**src/rtl/mask_encoder_8x3.sv**
```systemverilog
// mask_encoder_8x3: serialises an 8-bit multi-hot register mask into a stream
// of 3-bit register indices, one per valid/ready handshake, in fixed priority
// order. Bit k of the mask maps to index k, matching the 3x8 select decoder.
module mask_encoder_8x3 #(
  // 0: lowest set index first, 1: highest set index first.
  parameter bit PRIORITY_HIGH = 1'b0
) (
  input  logic       clk,
  input  logic       reset,
  input  logic       flush,
  input  logic       load_valid,
  output logic       load_ready,
  input  logic [7:0] mask,
  output logic       idx_valid,
  input  logic       idx_ready,
  output logic [2:0] idx,
  output logic       idx_last,
  output logic [3:0] remaining,
  output logic       busy
);

  localparam logic [0:0] StIdle  = 1'b0;
  localparam logic [0:0] StDrain = 1'b1;

  logic [0:0] state_q, state_d;
  logic [7:0] pending_q, pending_d;

  // Number of set bits in a mask, 0..8.
  function automatic logic [3:0] popcount8(input logic [7:0] m);
    logic [3:0] cnt;
    cnt = 4'd0;
    for (int i = 0; i < 8; i++) begin
      cnt = cnt + {3'd0, m[i]};
    end
    return cnt;
  endfunction

  // Position of the lowest set bit; 0 when the mask is empty.
  function automatic logic [2:0] lowest_set(input logic [7:0] m);
    logic [2:0] pos;
    pos = 3'd0;
    // Scan downwards so the lowest set bit is the last one written.
    for (int i = 7; i >= 0; i--) begin
      if (m[i]) begin
        pos = 3'(i);
      end
    end
    return pos;
  endfunction

  // Position of the highest set bit; 0 when the mask is empty.
  function automatic logic [2:0] highest_set(input logic [7:0] m);
    logic [2:0] pos;
    pos = 3'd0;
    for (int i = 0; i < 8; i++) begin
      if (m[i]) begin
        pos = 3'(i);
      end
    end
    return pos;
  endfunction

  logic       draining;
  logic [3:0] pend_cnt;
  logic [2:0] sel_idx;
  logic       sel_last;
  logic       idx_fire;
  logic       load_fire;

  assign draining = (state_q == StDrain);
  assign pend_cnt = popcount8(pending_q);
  assign sel_idx  = PRIORITY_HIGH ? highest_set(pending_q) : lowest_set(pending_q);
  assign sel_last = (pend_cnt == 4'd1);

  // Outputs that depend only on registered state; idx fields read 0 when idle.
  always_comb begin
    idx_valid = draining;
    busy      = draining;
    idx       = draining ? sel_idx : 3'd0;
    idx_last  = draining & sel_last;
    remaining = draining ? pend_cnt : 4'd0;
  end

  // Accept a new mask when idle, or on the final handshake so drains chain
  // back-to-back; flush always blocks loads for its cycle.
  always_comb begin
    load_ready = 1'b0;
    if (!flush) begin
      if (!draining) begin
        load_ready = 1'b1;
      end else begin
        load_ready = idx_last & idx_ready;
      end
    end
  end

  assign idx_fire  = idx_valid & idx_ready;
  assign load_fire = load_valid & load_ready;

  // Next-state: flush aborts, a load replaces pending, a handshake retires one bit.
  always_comb begin
    state_d   = state_q;
    pending_d = pending_q;
    if (flush) begin
      // Any coincident handshake is deliberately dropped.
      state_d   = StIdle;
      pending_d = 8'd0;
    end else begin
      if (idx_fire) begin
        pending_d[sel_idx] = 1'b0;
        if (sel_last) begin
          state_d = StIdle;
        end
      end
      if (load_fire) begin
        // A zero mask is consumed without producing any index.
        pending_d = mask;
        state_d   = (mask != 8'd0) ? StDrain : StIdle;
      end
    end
  end

  // State registers with synchronous active-high reset.
  always_ff @(posedge clk) begin
    if (reset) begin
      state_q   <= StIdle;
      pending_q <= 8'd0;
    end else begin
      state_q   <= state_d;
      pending_q <= pending_d;
    end
  end

endmodule

```
**config.mk**
```make
export PLATFORM = sky130hd
export DESIGN_NAME = mask_encoder_8x3
export DESIGN_NICKNAME = d
export VERILOG_FILES = /design/src/rtl/mask_encoder_8x3.sv
export SDC_FILE = /design/constraint.sdc
export NUM_CORES = 1
export LEC_CHECK = 0
export CAP_MARGIN = 30
export CORE_MARGIN = 10
export CORE_UTILIZATION = 30
export DETAILED_ROUTE_END_ITERATION = 10
export PLACE_DENSITY = 0.57
export SLEW_MARGIN = 40
export SYNTH_ARGS = -nofsm -noshare
export SYNTH_HDL_FRONTEND = slang
export SYNTH_SLANG_ARGS = --single-unit
```
**constraint.sdc**
```tcl
create_clock -name clk -period 4.8 [get_ports clk]
set_clock_uncertainty 0.2 [all_clocks]
set_input_delay 1.2 -clock clk [delete_from_list [all_inputs] [get_ports clk]]
set_output_delay 1.2 -clock clk [all_outputs]
set_load 0.1 [all_outputs]
```
Word level (Yosys, flattened, before mapping)
Cells that the tools add are included.
- input port bits: 13
- word-level logic and storage cells: 44
- output and inout bits: 11
- register bits: 9
- add/sub/neg operators: 7
- order comparisons: 2
- multiplexer cells: 20
- reduce and logical (&&, ||, !) cells: 6
- equal/unequal tests: 1
- bitwise logic cells: 6
- operators with widths (kind ; number):
    3-bit two-way mux ; 9
    4-bit by 1-bit adder with 4-bit output ; 4
    8-bit two-way mux ; 2
    8-bit AND ; 1
    8-bit NOT ; 1
    8-bit nonzero test ; 1
    1-bit two-way mux ; 7
    3-bit by 1-bit adder with 4-bit output ; 1
    1-bit AND ; 4
    4-bit by 1-bit equality test with 1-bit output (second input constant) ; 1
    3-bit by 4-bit less-than comparator with 1-bit output (second input constant) ; 1
    4-bit two-way mux ; 1
    2-bit nonzero test ; 2
    2-bit by 1-bit adder with 3-bit output ; 1
    1-bit demux with 3-bit select ; 1
    3-bit by 1-bit greater-or-equal comparator with 1-bit output (second input constant) ; 1
    1-bit by 1-bit adder with 2-bit output ; 1
    2-bit AND reduction ; 1
    2-bit OR reduction ; 1
    1-bit logical AND ; 1

Depth between registers and ports, before layout
- depth in word-level cells: 16
- gate-level depth with buffers: 12
- gate-level depth less buffers: 12

Worst setup path before layout
Ideal clock, no wire load.
- path type: register -> output
- start point: register pending_q[0]
- end point: output port idx_last
- slack: -1829 ps
- arrival time: 5229 ps
- required time: 3400 ps
- cell stages (with the launch flop): 9
- path buffers: 0
- cell sequence: dfxtp_1 -> fa_1 -> inv_1 -> fa_1 -> fa_1 -> inv_1 -> ha_1 -> and2_1 -> nor3b_1
- word-level cells in the longest chain between the ends: 9
- ends and longest elaborated chain (item ; RTL line ; text):
    start, declared ; 26 ; logic [7:0] pending_q, pending_d;
    start signal, assigned ; 130 ; pending_q <= pending_d;
    1-bit by 1-bit adder with 2-bit output ; 33 ; cnt = cnt + {3'd0, m[i]};
    2-bit by 1-bit adder with 3-bit output ; 33 ;
    3-bit by 1-bit adder with 4-bit output ; 33 ;
    4-bit by 1-bit adder with 4-bit output (4 in a row) ; 33 ;
    4-bit by 1-bit equality test with 1-bit output ; 73 ; assign sel_last = (pend_cnt == 4'd1);
    1-bit AND ; 80 ; idx_last = draining & sel_last;
    end, declared ; 17 ; output logic idx_last,
No other way between the ends.

Worst setup path after layout
- start point: register pending_q[0]
- end point: output port load_ready
- word-level cells in the longest chain between the ends: 12
- ends and longest elaborated chain (item ; RTL line ; text):
    1-bit by 1-bit adder with 2-bit output ; 33 ;
    2-bit by 1-bit adder with 3-bit output ; 33 ;
    3-bit by 1-bit adder with 4-bit output ; 33 ;
    4-bit by 1-bit adder with 4-bit output (4 in a row) ; 33 ;
    4-bit by 1-bit equality test with 1-bit output ; 73 ;
    1-bit AND ; 80 ;
    1-bit AND ; 92 ; load_ready = idx_last & idx_ready;
    1-bit two-way mux ; 89 ; if (!draining) begin
    1-bit two-way mux ; 88 ; if (!flush) begin
    end, declared ; 12 ; output logic load_ready,
No other way between the ends.

==> results.yml <==
grt:
  grt_max_degree: 18
  antenna_found_initial: 0
  first_global_vias: 813
  grt_util_all_layers: 0.08464
  grt.overflow.total: 0
  gr-usage-met2: 0.1434
  met1_usage: 0.1019
  top_usage_layer: "met2"
  grt_pass1_wl_mm: 3.615
  grt_util_met3: 0.01813
synthesis:
  synth_top_cell_area_share: 0.2319
  yosys-mux-area-fraction: 0.1047
  synth_edf_count: 0
  synth-compound-area-share: 0.1755
  synth-simple-area-share: 0.2593
  synthArstFlopShare: 0
  ys.warnings.count: 0
  synth_area_per_cell_um2: 8.355
  ys_seq_area_frac: 0.2319
  syn_area_um2: 777.0
  synth_ff_type: "dfxtp_1"
  yosys.area_share.adder: 0.1514
  yosysUniqueCellTypes: 34
  ys_top_cells_by_count: "13 x inv_1, 10 x nand2_1, 9 x dfxtp_1"
  synth_most_common_cell: "inv_1"
  synth_top_family_by_area: "simple AND/OR/NAND/NOR gates"
  syn_nets: 113
  ys_ff_latch: 9
  ys_top_cells_by_area: "dfxtp_1 23%, fa_1 10%, mux2i_1 9.0%, inv_1 6.3%, ha_1 4.8%"
  synth-xor-area-share: 0
  synthCells: 93
  yosys.area.top_type: "dfxtp_1"
timing:
  min_period_ns: 4.985
  slew_viol_final: 0
  finalSetupViolations: 2
  slew_headroom: 0.6149
  hold_violations: 0
  hold_slack_ns: 0.3457
  max_freq_ghz: 0.2006
  worstMarginPinSlew_ns: 0.5770
  fin_crit_sh: 1.039
  worst_slack_ns: -0.1853
  grt_setup_unrepaired: "yes"
cts:
  clkTransAtPathRegs_ns: 0.06
  clockRootBuffer: "clkbuf_4"
  cts_tree: "built"
  ctsHoldBuffers: 0
  htreeDepth: 1
  numCtsBuffers: 3
  clock_path_buffers: 2
  clkLatencyLatePin_ns: 0.25
  clkSinkCount: 9
critical_path:
  worstPathArrival_ns: 3.59
  start_kind: "flip-flop"
  crit_fanout: 2
  crit_required_ns: 3.40
  path_class: "reg -> out"
  end_kind: "output port"
floorplan:
  ios: 24
  fp.dieH_um: 70.89
  rows: 18
  initial_utilization: 0.3136
  fp.dieW_um: 70.89
  die-area_um2: 5025
  core-area_um2: 2477
final_layout:
  diodes: 0
  drive_gt1_frac: 0.3150
  area_delta_synth_final_pct: 59.26
  post-route-util: 0.4995
  num-fill-cells: 247
  layout.nets: 148
  finalNonFillerCells: 157
placed_design:
  place_inst: 149
  gp_congestion: 0.7544
  dpl.hpwl_mm: 1.751
  place_ws_ns: 0.001244
  port_buffers: 23
routing:
  drt_iter0_drc: 10
  wl_per_cell_um: 13.38
  drc: 0
  final_antenna_net_count: 0
  vias_per_cell: 4.873
  drt-total-wl_mm: 2.100
  num_vias: 765
  dr.pass1.iters: 4
pwr:
  power.total_mw: 0.2016
  pwr_density_cell_nw_per_um2: 162.9
  power.leakage_nw: 0.4764
  peakVddDrop_v: 0.00009985
status:
  violations: "setup timing"
  status: "finished with violations"
worst_hold_path:
  hp-class: "reg -> reg"
flow_run:
  maxCapViolations: 0
## metrics by stage
stage | TNS [ns] | cell area (µm²)
finish | -0.2574 | 1237
global route | -0.4754 | 1237
CTS | -0.2760 | 1230
detailed placement | 0 | 1159
global placement | 0 | 1166
floorplan | -1.067 | 832.0
## logic make-up after synthesis
group,after synthesis
simple gates,38
compound gates,16
buf+inv,15
flops,9
mux,8
fa+ha+maj,7
## worst max-delay path, stage by stage (launching register included)
cell     delay, ns
dfxtp_2       0.33
fa_1          0.52
inv_1         0.05
fa_1          0.49
fa_1          0.41
inv_1         0.07
ha_2          0.17
inv_2         0.04
fa_2          0.54
inv_2         0.07
o31ai_4       0.27
nor2b_4       0.21
buf_12        0.18
## layout by cell type (no fill, tap or decap), drive strengths merged, types with 2 or more instances in the layout
master	netlist	final
nor2b	3	3
dfxtp	9	9
inv	13	13
clkbuf	1	4
o21ai	2	2
or4	3	3
ha	3	3
fa	4	4
buf	1	20
nand2	10	10
clkdlybuf4s50	0	12
o211ai	3	3
nor2	7	7
nand3	3	3
mux2i	7	7
nor3	2	2
a21oi	3	3
and2	2	2
## final timing paths
| kind | endpoint | depth (start not counted) | from | slack [ns] |
|---|---|---|---|---|
| max | load_ready | 12 | pending_q[0]$_SDFFE_PP0P_ | -0.19 |
| min | pending_q[6]$_SDFFE_PP0P_ | 2 | pending_q[6]$_SDFFE_PP0P_ | 0.35 |
| max reg2reg | pending_q[5]$_SDFFE_PP0P_ | 14 | pending_q[0]$_SDFFE_PP0P_ | 0.88 |
| min reg2reg | pending_q[6]$_SDFFE_PP0P_ | 2 | pending_q[6]$_SDFFE_PP0P_ | 0.35 |
## power by group
group / switching, mW / internal, mW
registers: 0.00287 / 0.0770
logic: 0.0371 / 0.0289
clock network: 0.0239 / 0.0319
## area by class of cell
class	count	area (µm²)	area share
clock buffer	4	26.28	0.02123
inverter	13	48.80	0.03943
multi-input combinational	69	611.8	0.4944
sequential	9	181.4	0.1466
tap	30	37.54	0.03033
timing repair buffer	32	331.6	0.2679
## state kept, by name, summed over array words and instances, names as in the netlist
register,cells
pending_q,8
busy,1
## timing repair
item	CTS	global route
endpoints found under the setup margin	2	2
gates resized for setup	6	0
buffers inserted	3	1
pin swaps	3	3
## metal layers
| layer | share of wire | vias to the layer above |
|---|---|---|
| met5 | 0 | - |
| met4 | 0 | 0 |
| met3 | 0.037 | 0 |
| met2 | 0.49 | 16 |
| met1 | 0.48 | 349 |
| li1 | - | 400 |
Power figures use the tool's default switching activity.
